[src/rtl/sdram_bridge_pkg.sv]
// Shared widths, request record and byte helper for the SDRAM port bridge.
package sdram_bridge_pkg;

  localparam int ADDR_W     = 26;
  localparam int DATA_W     = 32;
  localparam int AVM_ADDR_W = 28;
  localparam int REQ_W      = 1 + ADDR_W + DATA_W;

  typedef struct packed {
    logic              is_write;
    logic [ADDR_W-1:0] addr;
    logic [DATA_W-1:0] data;
  } bridge_req_t;

  function automatic logic [DATA_W-1:0] byte_rev(input logic [DATA_W-1:0] d);
    return {d[7:0], d[15:8], d[23:16], d[31:24]};
  endfunction

endpackage

[src/rtl/bridge_req_fifo.sv]
// Request queue for the SDRAM port bridge; accepts a push in the same cycle
// the head pops even when full. No fall-through: a push is visible next cycle.
module bridge_req_fifo
  import sdram_bridge_pkg::*;
#(
  parameter int FIFO_DEPTH = 4
) (
  input  logic             clk,
  input  logic             n_rst,
  input  logic             push_i,
  input  logic [REQ_W-1:0] wdata_i,
  input  logic             pop_i,
  output logic [REQ_W-1:0] rdata_o,
  output logic             full_o,
  output logic             empty_o
);

  localparam int PTR_W = $clog2(FIFO_DEPTH);

  logic [REQ_W-1:0] mem_q [FIFO_DEPTH];
  logic [PTR_W:0]   wr_ptr_q, wr_ptr_d;
  logic [PTR_W:0]   rd_ptr_q, rd_ptr_d;
  logic             do_push, do_pop;

  // Pointers carry one wrap bit so full and empty are distinguishable.
  assign empty_o = (wr_ptr_q == rd_ptr_q);
  assign full_o  = (wr_ptr_q[PTR_W] != rd_ptr_q[PTR_W]) &&
                   (wr_ptr_q[PTR_W-1:0] == rd_ptr_q[PTR_W-1:0]);

  assign do_pop  = pop_i && !empty_o;
  assign do_push = push_i && (!full_o || do_pop);
  assign rdata_o = mem_q[rd_ptr_q[PTR_W-1:0]];

  always_comb begin
    wr_ptr_d = wr_ptr_q;
    rd_ptr_d = rd_ptr_q;
    if (do_push) wr_ptr_d = wr_ptr_q + 1'b1;
    if (do_pop)  rd_ptr_d = rd_ptr_q + 1'b1;
  end

  always_ff @(posedge clk) begin
    if (!n_rst) begin
      wr_ptr_q <= '0;
      rd_ptr_q <= '0;
    end else begin
      wr_ptr_q <= wr_ptr_d;
      rd_ptr_q <= rd_ptr_d;
    end
  end

  always_ff @(posedge clk) begin
    if (do_push) mem_q[wr_ptr_q[PTR_W-1:0]] <= wdata_i;
  end

endmodule

[src/rtl/sdram_port_bridge.sv]
// Queues datapath SDRAM requests and replays them as Avalon-MM transfers.
// Define SDRAM_BRIDGE_BYTESWAP_EN to byte-reverse write and read data.
module sdram_port_bridge
  import sdram_bridge_pkg::*;
#(
  parameter int FIFO_DEPTH = 4,
  parameter int MAX_RD     = 4
) (
  input  logic                  clk,
  input  logic                  n_rst,
  input  logic                  sdram_read_en,
  input  logic                  sdram_write_en,
  input  logic [ADDR_W-1:0]     address_sdram,
  input  logic [DATA_W-1:0]     writeData_sdram,
  output logic [DATA_W-1:0]     data_sdram,
  output logic                  sdram_datareadvalid,
  output logic [AVM_ADDR_W-1:0] avm_address,
  output logic                  avm_read,
  output logic                  avm_write,
  output logic [DATA_W-1:0]     avm_writedata,
  input  logic                  avm_waitrequest,
  input  logic [DATA_W-1:0]     avm_readdata,
  input  logic                  avm_readdatavalid,
  output logic                  busy,
  output logic                  err_overflow,
  output logic                  err_protocol
);

  localparam int OUT_W = 4;

  function automatic logic [DATA_W-1:0] wr_fmt(input logic [DATA_W-1:0] d);
`ifdef SDRAM_BRIDGE_BYTESWAP_EN
    return byte_rev(d);
`else
    return d;
`endif
  endfunction

  function automatic logic [DATA_W-1:0] rd_fmt(input logic [DATA_W-1:0] d);
`ifdef SDRAM_BRIDGE_BYTESWAP_EN
    return byte_rev(d);
`else
    return d;
`endif
  endfunction

  bridge_req_t      push_req, head;
  logic [REQ_W-1:0] head_bits;
  logic             fifo_full, fifo_empty;
  logic             req_one, req_both;
  logic             rd_ok, accept, rd_accept, rd_return, stray_rdv, overflow;

  logic [OUT_W-1:0]  outstanding_q, outstanding_d;
  logic [DATA_W-1:0] data_q;
  logic              dv_q;
  logic              err_overflow_q, err_protocol_q;

  assign req_one  = sdram_read_en ^ sdram_write_en;
  assign req_both = sdram_read_en & sdram_write_en;

  assign push_req.is_write = sdram_write_en;
  assign push_req.addr     = address_sdram;
  assign push_req.data     = writeData_sdram;

  bridge_req_fifo #(
    .FIFO_DEPTH(FIFO_DEPTH)
  ) u_fifo (
    .clk     (clk),
    .n_rst   (n_rst),
    .push_i  (req_one),
    .wdata_i (push_req),
    .pop_i   (accept),
    .rdata_o (head_bits),
    .full_o  (fifo_full),
    .empty_o (fifo_empty)
  );

  assign head = bridge_req_t'(head_bits);

  // Head drives the bus directly; outputs are zeroed when nothing is queued.
  assign rd_ok         = (outstanding_q < OUT_W'(MAX_RD));
  assign avm_read      = !fifo_empty && !head.is_write && rd_ok;
  assign avm_write     = !fifo_empty && head.is_write;
  assign avm_address   = fifo_empty ? '0 : {head.addr, 2'b00};
  assign avm_writedata = fifo_empty ? '0 : wr_fmt(head.data);

  assign accept    = (avm_read || avm_write) && !avm_waitrequest;
  assign rd_accept = avm_read && !avm_waitrequest;
  assign rd_return = avm_readdatavalid && (outstanding_q != '0);
  assign stray_rdv = avm_readdatavalid && (outstanding_q == '0);
  assign overflow  = req_one && fifo_full && !accept;

  always_comb begin
    outstanding_d = outstanding_q;
    case ({rd_accept, rd_return})
      2'b10:   outstanding_d = outstanding_q + OUT_W'(1);
      2'b01:   outstanding_d = outstanding_q - OUT_W'(1);
      default: outstanding_d = outstanding_q;
    endcase
  end

  always_ff @(posedge clk) begin
    if (!n_rst) begin
      outstanding_q  <= '0;
      data_q         <= '0;
      dv_q           <= 1'b0;
      err_overflow_q <= 1'b0;
      err_protocol_q <= 1'b0;
    end else begin
      outstanding_q  <= outstanding_d;
      dv_q           <= rd_return;
      if (rd_return) data_q <= rd_fmt(avm_readdata);
      err_overflow_q <= err_overflow_q | overflow;
      err_protocol_q <= err_protocol_q | req_both | stray_rdv;
    end
  end

  assign data_sdram          = data_q;
  assign sdram_datareadvalid = dv_q;
  assign busy                = !fifo_empty || (outstanding_q != '0);
  assign err_overflow        = err_overflow_q;
  assign err_protocol        = err_protocol_q;

endmodule

[config.mk]
export PLATFORM = sky130hd
export DESIGN_NAME = sdram_port_bridge
export DESIGN_NICKNAME = d
export VERILOG_FILES = /design/src/rtl/sdram_bridge_pkg.sv /design/src/rtl/bridge_req_fifo.sv /design/src/rtl/sdram_port_bridge.sv
export SDC_FILE = /design/constraint.sdc
export NUM_CORES = 1
export LEC_CHECK = 0
export ABC_CLOCK_PERIOD_IN_PS = 5100
export BUFFER_PORTS_ARGS = -buffer_cell sky130_fd_sc_hd__buf_2
export CORE_AREA = 4 4 145 147
export CTS_CLUSTER_SIZE = 28
export DETAILED_ROUTE_END_ITERATION = 8
export DIE_AREA = 0 0 149 151
export MAX_ROUTING_LAYER = met4
export PLACE_DENSITY = 0.82
export SYNTH_ARGS = -nofsm -noshare
export SYNTH_HDL_FRONTEND = slang
export SYNTH_SLANG_ARGS = --single-unit
[constraint.sdc]
create_clock -name clk -period 5.1 [get_ports clk]
set_input_delay 0.255 -clock clk [delete_from_list [all_inputs] [get_ports clk]]
set_output_delay 0.255 -clock clk [all_outputs]
set_load 0.01 [all_outputs]
==> summary.md <==
| Metric | Value |
|---|---|
| Status | `finished, final reports clean` |
| R2R Setup Slk | `2.11 ns` |
| Leak Pwr | `5.04 nW` |
| I/O pin count | `194` |
| RSZ-0062 raised after global routing | `no` |
| First-pass GRT wire length | `36,700 microns` |
| Tmin final | `3.10 ns` |
| Worst setup EP type | `output pin` |
| Worst Clk Skew | `0.0162 ns` |
| H-Tree Depth | `1` |
| Endpoint, Worst Hold | `err_protocol` |
| Hold WC Path Type | `input port to register` |
| Setup tns final | `0 ns` |
| Initial Util | `0.550` |
| CTS tree | `built` |
| Final WL | `24,200 microns` |
| Final nets | `1,003` |
| Post-cts resize count | `0` |
| CTS Buf Count | `28` |
| Grt total ovfl | `0` |
| Clk_lat worst skew | `0.54 ns` |
| Drt first-iter violations | `471` |
| Critical Path AT | `2.85 ns` |
| Post-CTS Setup Inserts | `0` |
| Max Fanout on Critical Path | `47` |
| Post-DP HPWL | `12,900 microns` |
| Core Region | `0.0199 sq mm` |
| Clock Path Buffers | `3` |
| Reg2reg end | `outstanding_q[2]` |
| Post-DR wirelength/cell | `20.3 microns` |
| Layout cells sized above 1 | `0.334` |
| DRT Pass-1 Iters | `5` |
| Startpoint types | `register` |
| Placed Cells | `1,050` |
| FMAX | `322 MHz` |
| R2R cell count | `11` |
| Die span in x | `149 microns` |
| Vias in the first global route | `6,624` |
| Crit Path Class | `register to output pin` |
| Clk sinks | `283` |
| Mapped cell area | `0.0109 sq mm` |
| Sequential area share after synthesis | `0.734` |
| Die height | `151 microns` |
| Worst-Margin Slew | `1.24 ns` |
| Die area | `0.0225 sq mm` |
| Vias | `6,409` |
| Row count | `52` |
| Fin. Hold Viols | `0` |
| Max transition margin | `0.173` |
| Post-route DRC | `0` |
| GPL Wtd Cong | `0.748` |
| Total track usage | `0.218` |
| IR drop worst, VDD | `0.406 mV` |
| Hold path startpoint | `avm_readdatavalid` |
| ANT cells | `0` |
| Data required time of the worst path | `4.85 ns` |
| Max Transition Viols Final | `0` |
| Cells after Synth | `617` |
| Initial antenna violation count | `0` |
| Final Setup Violations | `0` |
| Final std cells w/o fill | `1,189` |
| Clock transition at the registers of the reported paths | `0.06 ns` |
| Largest net degree at the start of global routing | `66` |
| Syn Area/Cell | `17.7 sq um` |
| Commonest non-fill, non-tap cells in the layout | `edfxtp_1 (236), buf_2 (191), dlygate4sd3_1 (88), nand2_1 (75)` |
| Seq cells post-synth | `283` |
| Antenna viol nets, final | `0` |
| Hold Path Depth | `3` |
| Fin crit share | `0.608` |
| Maxcap violations | `0` |
| Area growth syn-to-layout | `26.7%` |
| # port buffers | `191` |
| Synth Flop Type | `edfxtp_1` |
| Synth warn | `0` |
| Setup WS post-layout | `2.00 ns` |
| Most common cell after layout, fill and taps aside | `edfxtp_1` |
| Post-synth ARST share | `0` |
| PwrDens | `454 mW/mm^2` |
| Vias/cell | `5.39` |
| Setup WS pre-CTS | `2.12 ns` |
| EDFF count, synth | `236` |
| Clk root buf | `clkbuf_16` |
| Yosys cell types | `41` |
-- report_power, final --
part	internal (mW)	switching (mW)
clock	1.11	0.823
sequential	2.74	0.116
combinational	0.660	0.851
total	4.50	1.79
-- repair_timing --
action	4_1_cts	5_1_grt
setup endpoints to repair	0	0
hold buffers	88	0
hold endpoints to repair	265	0
-- per-stage QoR --
step,total power [mW],hold slack (ns),area (sq um),util
6_report,6.29,0.0229,13900,0.696
5_1_grt,6.59,0.0101,13900,0.696
4_1_cts,6.33,0.000198,13900,0.696
3_5_place_dp,4.35,0.445,12100,0.609
3_3_place_gp,4.33,0.440,12100,0.609
2_1_floorplan,3.84,0.354,10900,-
-- cell type report --
cell class	count	area [sq um]
Multi-Input combinational cell	293	2720
Inverter	6	22.5
Tap cell	270	338
Fill cell	1221	6050
Sequential cell	283	8030
Clock inverter	16	130
Timing Repair Buffer	286	1890
Clock buffer	35	727
-- cell usage after synthesis (2+ instances only) --
library cell	number	share of area
a211oi_1	2	0.0014
a21oi_1	37	0.017
a31oi_1	2	0.0011
and2_1	3	0.0017
buf_2	20	0.0091
buf_4	6	0.0041
buf_6	2	0.0021
clkbuf_1	8	0.0027
dfxtp_1	47	0.086
edfxtp_1	236	0.65
ha_1	9	0.010
inv_1	5	0.0017
mux2i_1	6	0.0055
mux4_2	58	0.12
nand2_1	75	0.026
nand2b_1	5	0.0029
nor2_1	8	0.0027
nor2b_1	58	0.033
o21ai_1	2	0.00091
o21bai_1	2	0.0014
or3_1	2	0.0011
xor2_1	5	0.0040
-- worst max-delay path by stage --
stage	from	end	slack, ns	depth (start not counted)
after floorplan	u_fifo.wr_ptr_q[1]	u_fifo.mem_q[3][0]	0.63	3
after CTS	register	avm_writedata[28]	1.88	4
final	register	avm_address[26]	2.00	4
after detailed placement	register	outstanding_q[2]	2.12	11
after global placement	register	outstanding_q[2]	2.16	11
after global routing	register	avm_writedata[15]	1.74	4
-- state kept, by name, summed over array words and instances, names as in the netlist, named ones only --
register             cells
outstanding_q            4
u_fifo.wr_ptr_q          3
sdram_datareadvalid      1
data_sdram              32
u_fifo.rd_ptr_q          3
u_fifo.mem_q           236
err_overflow             1
err_protocol             1
-- worst max-delay path: stages, from the launching register on --
cell	delay (ns)
dfxtp_4	0.53
buf_4	0.79
mux4_2	0.65
nor2b_1	0.16
buf_2	0.18
-- per-layer routing --
metal  global-route usage  wire, microns  share of wire  vias up
li1                     -              -              -     2914
met1                0.270           9390           0.39     3194
met2                0.369          12400           0.51      253
met3               0.0458           1700          0.070       48
met4               0.0664            665          0.028        0
met5                    -              0              0        -
-- logic make-up (layout without fill, tap and decap cells) --
logic type | count (synthesis) | after routing | synth area share
AO/OA/AOI/OAI | 52 | 52 | 0.0295
other | 1 | 2 | 0.000343
AND/OR/NAND/NOR | 158 | 158 | 0.0734
buffers and inverters | 42 | 343 | 0.0201
XOR/XNOR | 6 | 6 | 0.00549
flip-flops | 283 | 283 | 0.734
adder cells (fa/ha/maj) | 9 | 9 | 0.0103
multiplexers | 66 | 66 | 0.127
Note: power is estimated with default switching activity, not from simulation.
